## src/rtl/fan_pkg.sv

```systemverilog
// fan_pkg: shared state encoding and default width for the fan duty blocks
package fan_pkg;
    localparam int COUNTER_BITWIDTH = 4;
    typedef enum logic [1:0] {
        ST_IDLE = 2'd0,
        ST_KICK = 2'd1,
        ST_RAMP = 2'd2,
        ST_HOLD = 2'd3
    } fan_state_t;
endpackage

```

## src/rtl/fan_duty_sequencer_if.sv

```systemverilog
// fan_duty_sequencer_if: setting inputs and PWM-side outputs of the duty sequencer
interface fan_duty_sequencer_if import fan_pkg::*; #(
    parameter int COUNTER_BITWIDTH = fan_pkg::COUNTER_BITWIDTH
);
    logic [COUNTER_BITWIDTH-1:0] target_i;
    logic [COUNTER_BITWIDTH-1:0] minCounterValue_i;
    logic [COUNTER_BITWIDTH:0]   periodCounterValue_i;
    logic [COUNTER_BITWIDTH-1:0] counterValue_o;
    logic [COUNTER_BITWIDTH-1:0] minCounterValue_o;
    logic [1:0]                  state_o;
    logic                        busy_o;
    modport master (
        output target_i, minCounterValue_i, periodCounterValue_i,
        input  counterValue_o, minCounterValue_o, state_o, busy_o
    );
    modport slave (
        input  target_i, minCounterValue_i, periodCounterValue_i,
        output counterValue_o, minCounterValue_o, state_o, busy_o
    );
endinterface

```

## src/rtl/pwm_period_tracker.sv

```systemverilog
// pwm_period_tracker: mirrors the PWM_controller period counter and flags each boundary
module pwm_period_tracker #(
    parameter int COUNTER_BITWIDTH = 4
) (
    input  logic                      clk_i,
    input  logic                      rstn_i,
    input  logic                      clk_en_i,
    input  logic [COUNTER_BITWIDTH:0] period_i,
    output logic                      bnd_o
);
    logic [COUNTER_BITWIDTH:0] pcnt;
    logic [COUNTER_BITWIDTH:0] preg;

    assign bnd_o = clk_en_i && (pcnt == preg);

    // Wrap and reload the period on a boundary, otherwise count enabled ticks
    always_ff @(posedge clk_i or negedge rstn_i) begin
        if (!rstn_i) begin
            pcnt <= '0;
            preg <= '0;
        end else if (bnd_o) begin
            pcnt <= '0;
            preg <= period_i;
        end else if (clk_en_i) begin
            pcnt <= pcnt + 1'b1;
        end
    end
endmodule

```

## src/rtl/fan_duty_sequencer.sv

```systemverilog
// fan_duty_sequencer: kick-start, rate-limited ramp and hold of the fan PWM duty
module fan_duty_sequencer import fan_pkg::*; #(
    parameter int COUNTER_BITWIDTH = fan_pkg::COUNTER_BITWIDTH,
    parameter int KICK_PERIODS     = 8,
    parameter int KICK_VALUE       = 2**COUNTER_BITWIDTH - 1,
    parameter int RAMP_PERIODS     = 2,
    parameter int STEP             = 1
) (
    input  logic                  clk_i,
    input  logic                  rstn_i,
    input  logic                  clk_en_i,
    fan_duty_sequencer_if.slave   bus
);
    localparam int W  = COUNTER_BITWIDTH;
    localparam int KW = $clog2(KICK_PERIODS + 1);
    localparam int RW = $clog2(RAMP_PERIODS + 1);
    localparam logic [W:0]    STEP_WIDE = (W+1)'(STEP);
    localparam logic [W-1:0]  STEP_NARROW = W'(STEP);
    localparam logic [W-1:0]  KICK_DUTY = W'(KICK_VALUE);
    localparam logic [KW-1:0] KICK_LOAD = KW'(KICK_PERIODS - 1);
    localparam logic [RW-1:0] RAMP_LOAD = RW'(RAMP_PERIODS - 1);

    fan_state_t    state, state_n;
    logic [W-1:0]  duty, duty_n;
    logic [W-1:0]  minv, minv_n;
    logic [KW-1:0] kickcnt, kickcnt_n;
    logic [RW-1:0] rampcnt, rampcnt_n;
    logic          bnd;
    logic          up;
    logic          near;
    logic [W:0]    diff;
    logic [W-1:0]  stepped;
    logic [W-1:0]  t;

    pwm_period_tracker #(.COUNTER_BITWIDTH(W)) u_tracker (
        .clk_i    (clk_i),
        .rstn_i   (rstn_i),
        .clk_en_i (clk_en_i),
        .period_i (bus.periodCounterValue_i),
        .bnd_o    (bnd)
    );

    assign t = bus.target_i;

    // One ramp step toward the target; the distance is taken one bit wider so
    // neither direction can wrap, and a step that would pass the target lands on it
    always_comb begin
        up      = duty < t;
        diff    = up ? ({1'b0, t} - {1'b0, duty}) : ({1'b0, duty} - {1'b0, t});
        near    = diff <= STEP_WIDE;
        stepped = near ? t : (up ? duty + STEP_NARROW : duty - STEP_NARROW);
    end

    // Next-state and duty decisions, acted on only at PWM period boundaries
    always_comb begin
        state_n   = state;
        duty_n    = duty;
        minv_n    = minv;
        kickcnt_n = kickcnt;
        rampcnt_n = rampcnt;
        if (bnd) begin
            minv_n = bus.minCounterValue_i;
            case (state)
                ST_IDLE: begin
                    minv_n = '0;
                    if (t != '0) begin
                        state_n   = ST_KICK;
                        kickcnt_n = KICK_LOAD;
                        duty_n    = KICK_DUTY;
                        minv_n    = bus.minCounterValue_i;
                    end
                end
                ST_KICK: begin
                    if (t == '0) begin
                        state_n = ST_IDLE;
                        duty_n  = '0;
                        minv_n  = '0;
                    end else if (kickcnt == '0) begin
                        state_n = ST_HOLD;
                        duty_n  = t;
                    end else begin
                        kickcnt_n = kickcnt - 1'b1;
                    end
                end
                ST_HOLD: begin
                    if (t != duty) begin
                        state_n   = ST_RAMP;
                        rampcnt_n = RAMP_LOAD;
                    end
                end
                ST_RAMP: begin
                    if (rampcnt != '0) begin
                        rampcnt_n = rampcnt - 1'b1;
                    end else begin
                        duty_n    = stepped;
                        rampcnt_n = RAMP_LOAD;
                        if (stepped == t && t != '0) begin
                            state_n = ST_HOLD;
                        end else if (stepped == '0 && t == '0) begin
                            state_n = ST_IDLE;
                            minv_n  = '0;
                        end
                    end
                end
                default: state_n = ST_IDLE;
            endcase
        end
    end

    // Sequencer state registers
    always_ff @(posedge clk_i or negedge rstn_i) begin
        if (!rstn_i) begin
            state   <= ST_IDLE;
            duty    <= '0;
            minv    <= '0;
            kickcnt <= '0;
            rampcnt <= '0;
        end else begin
            state   <= state_n;
            duty    <= duty_n;
            minv    <= minv_n;
            kickcnt <= kickcnt_n;
            rampcnt <= rampcnt_n;
        end
    end

    assign bus.counterValue_o    = duty;
    assign bus.minCounterValue_o = minv;
    assign bus.state_o           = state;
    assign bus.busy_o            = (state == ST_KICK) || (state == ST_RAMP);
endmodule

```

## src/flat_wrapper.sv

```systemverilog
// flat-port wrapper written by rule: the top's interface ports become plain ports
module fan_duty_sequencer_flat import fan_pkg::*;
#(
    parameter int COUNTER_BITWIDTH = fan_pkg::COUNTER_BITWIDTH,
    parameter int KICK_PERIODS     = 8,
    parameter int KICK_VALUE       = 2**COUNTER_BITWIDTH - 1,
    parameter int RAMP_PERIODS     = 2,
    parameter int STEP             = 1
)
  (clk_i, rstn_i, clk_en_i, bus_target_i, bus_minCounterValue_i, bus_periodCounterValue_i, bus_counterValue_o, bus_minCounterValue_o, bus_state_o, bus_busy_o);
  fan_duty_sequencer_if #(.COUNTER_BITWIDTH(COUNTER_BITWIDTH)) bus_i ();
  input  logic clk_i;
  input  logic rstn_i;
  input  logic clk_en_i;
  input wire logic [$bits(bus_i.target_i)-1:0] bus_target_i;
  input wire logic [$bits(bus_i.minCounterValue_i)-1:0] bus_minCounterValue_i;
  input wire logic [$bits(bus_i.periodCounterValue_i)-1:0] bus_periodCounterValue_i;
  output wire logic [$bits(bus_i.counterValue_o)-1:0] bus_counterValue_o;
  output wire logic [$bits(bus_i.minCounterValue_o)-1:0] bus_minCounterValue_o;
  output wire logic [$bits(bus_i.state_o)-1:0] bus_state_o;
  output wire logic [$bits(bus_i.busy_o)-1:0] bus_busy_o;
  assign bus_i.target_i = bus_target_i;
  assign bus_i.minCounterValue_i = bus_minCounterValue_i;
  assign bus_i.periodCounterValue_i = bus_periodCounterValue_i;
  assign bus_counterValue_o = bus_i.counterValue_o;
  assign bus_minCounterValue_o = bus_i.minCounterValue_o;
  assign bus_state_o = bus_i.state_o;
  assign bus_busy_o = bus_i.busy_o;
  fan_duty_sequencer #(.COUNTER_BITWIDTH(COUNTER_BITWIDTH), .KICK_PERIODS(KICK_PERIODS), .KICK_VALUE(KICK_VALUE), .RAMP_PERIODS(RAMP_PERIODS), .STEP(STEP)) u_core (.clk_i(clk_i), .rstn_i(rstn_i), .clk_en_i(clk_en_i), .bus(bus_i));
endmodule
```

## config.mk

```make
export PLATFORM = sky130hd
export DESIGN_NAME = fan_duty_sequencer_flat
export DESIGN_NICKNAME = d
export VERILOG_FILES = /design/src/rtl/fan_pkg.sv /design/src/rtl/fan_duty_sequencer_if.sv /design/src/rtl/pwm_period_tracker.sv /design/src/rtl/fan_duty_sequencer.sv /design/src/flat_wrapper.sv
export SDC_FILE = /design/constraint.sdc
export NUM_CORES = 1
export LEC_CHECK = 0
export CORE_UTILIZATION = 50
export DETAILED_ROUTE_END_ITERATION = 7
export HOLD_SLACK_MARGIN = 0.12
export PLACE_DENSITY = 0.73
export SKIP_LAST_GASP = 1
export SYNTH_ARGS = -nofsm -noshare
export SYNTH_HDL_FRONTEND = slang
export SYNTH_HIERARCHICAL = 1
export SYNTH_SLANG_ARGS = --single-unit
```

## constraint.sdc

```tcl
create_clock -name clk_i -period 3.15 [get_ports clk_i]
set_clock_uncertainty 0.15 [all_clocks]
set_input_delay 0.4725 -clock clk_i [delete_from_list [all_inputs] [get_ports clk_i]]
set_output_delay 0.4725 -clock clk_i [all_outputs]
set_load 0.03 [all_outputs]
```

== After elaboration in Yosys (flattened, before gate mapping) ==
Cells that the tools add are included.

* $add $sub $neg: 7
* Magnitude comparators: 2
* Equality and inequality tests: 13
* Multiplexer cells: 31
* Reduce and logical (&&, ||, !) cells: 18

{| class="wikitable"
|+ Operators with widths
! cell !! number
|-
| $mux 4 || 14
|-
| $pmux 4 s3 || 2
|-
| $mux 2 || 9
|-
| $mux 5 || 3
|-
| $logic_not 4->1 || 3
|-
| $reduce_and 5->1 || 2
|-
| $sub 4x4->5 || 2
|-
| $pmux 2 s4 || 1
|-
| $pmux 4 s2 || 1
|-
| $reduce_bool 2->1 || 4
|-
| $sub 4x1->4 const B || 2
|-
| $ne 2x2->1 const B || 3
|-
| $ne 3x1->1 const B || 2
|-
| $reduce_and 6->1 || 1
|-
| $add 5x1->5 const B || 1
|-
| $eq 5x5->1 || 1
|-
| $le 5x1->1 const B || 1
|-
| $add 4x1->4 const B || 1
|-
| $eq 2x2->1 const B || 2
|-
| $eq 4x4->1 || 1
|-
| $lt 4x4->1 || 1
|-
| $ne 2x1->1 const B || 2
|-
| $ne 4x4->1 || 1
|-
| $pmux 2 s2 || 1
|-
| 8 further kinds || 10
|}

* Register bits: 26
* Bits of input ports: 16
* Output and inout bits: 11
* Word-level logic and storage cells: 78

== Depth between registers and ports, before layout ==
* Depth in word-level cells: 10
* Gate-level depth with buffers: 14
* Depth with buffers taken out: 14

== Modules after synthesis ==
Netlist, hierarchy kept.

{| class="wikitable"
|+ Modules (own cells, without submodules)
! module !! times used !! cells an instance !! area an instance (µm²) !! sequential area each (µm²)
|-
| fan_duty_sequencer || 1 || 165 || 1539.0 || 400.4
|-
| pwm_period_tracker || 1 || 39 || 500.5 || 250.2
|}

== Least setup slack after synthesis ==
No wires, ideal clock.

* Kind: reg2reg
* Start: register u_core.duty[0], in the netlist u_core/bus.counterValue_o[0]
* End: register u_core.state[0], in the netlist u_core/bus.state_o[0]
* Library setup time: 0.079 ns
* Data arrival time: 2.912 ns
* Data required time: 2.921 ns
* Setup slack: 0.008 ns
* Cell stages (with the launch flop): 14
* Buffers on the path: 0
* Clock period less this slack: 3.142 ns
* Cell sequence: dfrtp_1 -> inv_1 -> ha_1 -> inv_1 -> a21oi_1 -> o21ai_1 -> ha_1 -> a21o_1 -> a21oi_1 -> xnor2_1 -> xnor2_1 -> nor3_1 -> o31ai_2 -> mux2i_1

* Word-level cells in the longest chain between the ends: 9
* Elaborated cells on any way between the ends: 20
* Those cells by class: add/sub: 4; order compare: 2; eq/ne: 4; mux: 6; reduce/logical: 4

{| class="wikitable"
|+ Ends and longest elaborated chain
! item !! line !! text
|-
| start, declared || fan_duty_sequencer.sv:24 || <nowiki>logic [W-1:0] duty, duty_n;</nowiki>
|-
| start signal, assigned || fan_duty_sequencer.sv:120 || <nowiki>duty <= duty_n;</nowiki>
|-
| $sub 4x4->5 or $lt 4x4->1 (tied branches) || fan_duty_sequencer.sv:49, fan_duty_sequencer.sv:48 ||
|-
| $mux 5 || fan_duty_sequencer.sv:49 || <nowiki>diff = up ? ({1'b0, t} - {1'b0, duty}) : ({1'b0, duty} - {1'b0, t});</nowiki>
|-
| $le 5x1->1 || fan_duty_sequencer.sv:50 || <nowiki>near = diff <= STEP_WIDE;</nowiki>
|-
| $mux 4 || fan_duty_sequencer.sv:51 || <nowiki>stepped = near ? t : (up ? duty + STEP_NARROW : duty - STEP_NARROW);</nowiki>
|-
| $eq 4x4->1 || fan_duty_sequencer.sv:97 || <nowiki>if (stepped == t && t != '0) begin</nowiki>
|-
| $logic_and 1x1->1 || fan_duty_sequencer.sv:97 ||
|-
| $mux 2 || fan_duty_sequencer.sv:97 ||
|-
| $mux 2 || fan_duty_sequencer.sv:92 || <nowiki>if (rampcnt != '0) begin</nowiki>
|-
| $pmux 2 s4 || fan_duty_sequencer.sv:63 || <nowiki>case (state)</nowiki>
|-
| end signal, assigned || fan_duty_sequencer.sv:119 || <nowiki>state <= state_n;</nowiki>
|-
| end, declared || fan_duty_sequencer.sv:23 || <nowiki>fan_state_t state, state_n;</nowiki>
|}

Several ways; a longest one is shown, not always the timed one. The select of a mux whose other input is x is not followed.
A chain may end at the register's enable or synchronous reset.

== Worst setup path after layout ==
* Start: input bus_target_i[2]
* End: register u_core.state[1], in the netlist u_core/bus.state_o[1]

* Word-level cells in the longest chain between the ends: 9
* Elaborated cells on any way between the ends: 23
* Those cells by class: add/sub: 2; order compare: 2; eq/ne: 6; mux: 7; reduce/logical: 6

{| class="wikitable"
|+ Ends and longest elaborated chain
! item !! line !! text
|-
| start, declared || flat_wrapper.sv:15 || <nowiki>input wire logic [$bits(bus_i.target_i)-1:0] bus_target_i;</nowiki>
|-
| $sub 4x4->5 or $lt 4x4->1 (tied branches) || fan_duty_sequencer.sv:49, fan_duty_sequencer.sv:48 ||
|-
| $mux 5 || fan_duty_sequencer.sv:49 ||
|-
| $le 5x1->1 || fan_duty_sequencer.sv:50 ||
|-
| $mux 4 || fan_duty_sequencer.sv:51 ||
|-
| $eq 4x4->1 || fan_duty_sequencer.sv:97 ||
|-
| $logic_and 1x1->1 || fan_duty_sequencer.sv:97 ||
|-
| $mux 2 || fan_duty_sequencer.sv:97 ||
|-
| $mux 2 || fan_duty_sequencer.sv:92 ||
|-
| $pmux 2 s4 || fan_duty_sequencer.sv:63 ||
|}

Several ways; a longest one is shown, not always the timed one. The select of a mux whose other input is x is not followed.

==> summary.txt <==
Power
  • Max VDD drop: 849 uV
  • Leak Pwr: between 1 and 1.5 nW
  • Overall power: between 3 and 4 mW
  • PwrDens: between 1000 and 1500 nW/um2

Clock tree
  • CTS buffer count: 3
  • Post-CTS Hold Fix Bufs: 0
  • Clock Sink Count: 26
  • CTS tree: built
  • Clk_lat worst skew: 270 ps
  • Clock slew at reported path FFs: around 90 ps
  • Root Buffer: clkbuf_8
  • Max Root-Sink Buffers: 2
  • H-tree levels: 1

Floorplan
  • Core Region: between 3000 and 4000 um2
  • Starting Density: 0.537
  • Die extent in y: approximately 66 um
  • Die X: between 60 and 70 um
  • # rows: 22
  • Die area: ~4300 um2
  • I/O pins: 27

Drt
  • Starting DRT DRC Count: between 80 and 90
  • DR DRC count: 0
  • TritonRoute pass-1 iters: 4
  • Routed WL: a little under 5 mm
  • Vias per Instance: between 5 and 6
  • Routed vias: approximately 1700
  • WL/cell: about 16 um
  • DRT antenna net count: 0

Cells and area
  • Layout net count: approximately 300
  • Fin util: 0.732
  • Layout cells sized above 1: 0.300
  • Layout area overhead: 36.3%
  • Antenna Cells: 0

Synth
  • Main synth FF type: dfrtp_1
  • Post-Synthesis Cells: between 200 and 250
  • Post-Syn Nets: 239
  • Number of synthesized flops with an enable pin: 0
  • Avg Cell Area, Syn: approximately 10 um2
  • Post-synth ARST share: 1.00
  • Synth Cell Area: between 2000 and 2500 um2
  • Flops & latches, synth: 26
  • Yosys warnings: 6
  • Sequential area share after synthesis: 0.319
  • Post-synthesis cell type count: 54

Global routing
  • Met2 Use GR: 0.397
  • First-pass GRT wire length: between 8 and 9 mm
  • Vias in the first global route: 1694
  • Global route hottest layer: met2
  • GR Util met3: 0.0379
  • GR Util met1: 0.348
  • Initial antenna violation count: 0
  • Gr usage total: 0.249
  • Congestion Overflow GR: 0
  • Largest net degree at the start of global routing: 27

Setup path
  • Crit path kind: primary input to flip-flop
  • CP Launch Type: primary input
  • Worst Path Max Fanout: 3
  • Cell Chain, Critical Path: dlygate4sd2_1 > inv_2 > ha_4 > nand2_1 > o21ai_2 > ha_1 > a21o_1 > a21oi_2 > xnor2_2 > xnor2_2 > buf_4 > nor3_1 > o31ai_4 > mux2i_1
  • Data required time at the worst endpoint: between 3000 and 4000 ps
  • Crit path capture type: flip-flop
  • Arrival @ worst endpoint: 3040 ps
  • Most used cell, CP: xnor2_2
  • Critical Path Slowest Stage Cell: o31ai_4
  • Crit-path max cell delay: ~310 ps

Worst hold path
  • Hold Crit Class: flip-flop to flip-flop

Timing
  • Pins Over Slew Limit: 0
  • Worst-Margin Slew: ~480 ps
  • F_max: approximately 330 MHz
  • RSZ-0062 raised after global routing: no
  • Final worst-path cycle share: 0.949
  • Min cycle time layout: between 2000 and 3000 ps
  • Final setup violation count: 0
  • Slew margin rel.: 0.683
  • Hold Fails Final Rpt: 0

Placed design
  • RD Place Congestion: 0.828
  • Port buffer count: 26
  • Post-DP HPWL: around 3.6 mm

Run
  • Max-Cap Viols: 0

Outcome
  • Outcome: finished, final reports clean
-- logic make-up after synthesis --
group / count (synthesis) / synth area share
flops: 26 / 0.319
xor+xnor: 16 / 0.0755
compound gates: 54 / 0.208
simple gates: 49 / 0.133
buf+inv: 26 / 0.0558
mux: 14 / 0.0810
fa+ha+maj: 19 / 0.128
-- cell usage after synthesis, drive strengths merged, types with 3 or more instances --
cell / n / area (um2)
mux2i: 9 / 90.1
buf: 5 / 35.0
xor2: 11 / 96.3
a21o: 3 / 22.5
a31oi: 6 / 67.6
dfrtp: 26 / 651
nor3: 7 / 46.3
fa: 3 / 60.1
nand3: 3 / 15.0
inv: 20 / 75.1
nor2: 10 / 37.5
o31ai: 3 / 27.5
o21ai: 12 / 67.6
mux2: 5 / 75.1
o211ai: 4 / 35.0
a21oi: 11 / 58.8
ha: 16 / 200
xnor2: 4 / 35.0
nand2: 14 / 52.6
-- critical path, delay by kind of cell --
family / cells / cell delay (ps)
compound gates: 4 / 890
fa+ha+maj: 2 / 540
buf+inv: 3 / 450
xor+xnor: 2 / 330
mux: 1 / 210
simple gates: 2 / 150
-- state kept, by name (all words and copies together) (netlist names) --
register                      count
u_core/u_tracker/pcnt             5
u_core/u_tracker/preg             5
u_core/bus.counterValue_o         4
u_core/bus.minCounterValue_o      4
u_core/kickcnt                    4
u_core/bus.state_o                2
u_core/rampcnt                    2
-- repair_timing --
item / in CTS / in global routing
setup buffers: 3 / 2
gates resized for setup: 18 / 5
setup endpoints to repair: 6 / 9
pin swaps: 12 / 7
-- through the flow --
| stage | hold WS [ps] | cell area [um2] | TNS (ps) | worst slack, ps | std cells |
|---|---|---|---|---|---|
| 6_report | 397 | 2780 | 0 | 159 | 315 |
| 5_1_grt | 421 | 2780 | 0 | 43.4 | 315 |
| 4_1_cts | 398 | 2740 | 0 | 0.606 | 313 |
| 3_5_place_dp | 373 | 2580 | -3490 | -453 | 306 |
| 3_3_place_gp | 368 | 2580 | -2690 | -322 | 306 |
| 2_1_floorplan | 26.9 | 2040 | 0 | 8.30 | 204 |
-- path summary, 6_finish.rpt --
path	start	to	slack, ps	cells after the start
max reg2reg	u_core/bus.counterValue_o[3]$_DFFE_PN0P_	u_core/bus.state_o[1]$_DFFE_PN0P_	200	12
min reg2reg	u_core/u_tracker/preg[3]$_DFFE_PN0P_	u_core/u_tracker/preg[3]$_DFFE_PN0P_	400	1
min	u_core/u_tracker/preg[3]$_DFFE_PN0P_	u_core/u_tracker/preg[3]$_DFFE_PN0P_	400	1
max in group asynchronous	rstn_i	u_core/bus.minCounterValue_o[0]$_DFFE_PN0P_	2190	2
max	bus_target_i[2]	u_core/bus.state_o[1]$_DFFE_PN0P_	160	14
min in group asynchronous	rstn_i	u_core/bus.counterValue_o[3]$_DFFE_PN0P_	410	2
-- cells in the final DEF, fill, tap and decap left out, types with 3 or more instances in the layout --
cell and count:
clkdlybuf4s50_1 22, nand3_1 3, nor2_1 10, dfrtp_1 26
mux2_4 5, a21o_1 3, o211ai_1 3, dlygate4sd2_1 3
clkbuf_8 4, buf_4 39, ha_4 4, o21ai_0 7
nand2_1 14, o21ai_2 3, xor2_1 10, inv_1 16
inv_2 4, a31oi_1 4, nor3_1 5, a21oi_1 8
mux2i_1 8, a21oi_2 3, ha_1 11
-- power breakdown --
group	internal, mW	switching, mW
sequential	0.467	0.129
combinational	1.14	1.16
clock	0.112	0.106
-- layer usage --
metal / vias to the layer above / routed length, um
met5: - / 0
met4: 0 / 70
met3: 8 / 183
met2: 37 / 2340
met1: 841 / 2360
li1: 857 / -
-- layout make-up --
cell class | instances | area (um2)
clock buffer | 4 | 55.1
inverter | 20 | 75.1
timing repair buffer | 65 | 552
multi-input combinational | 152 | 1390
fill | 286 | 1020
sequential | 26 | 651
tap | 48 | 60.1
Power figures use the tool's default switching activity.
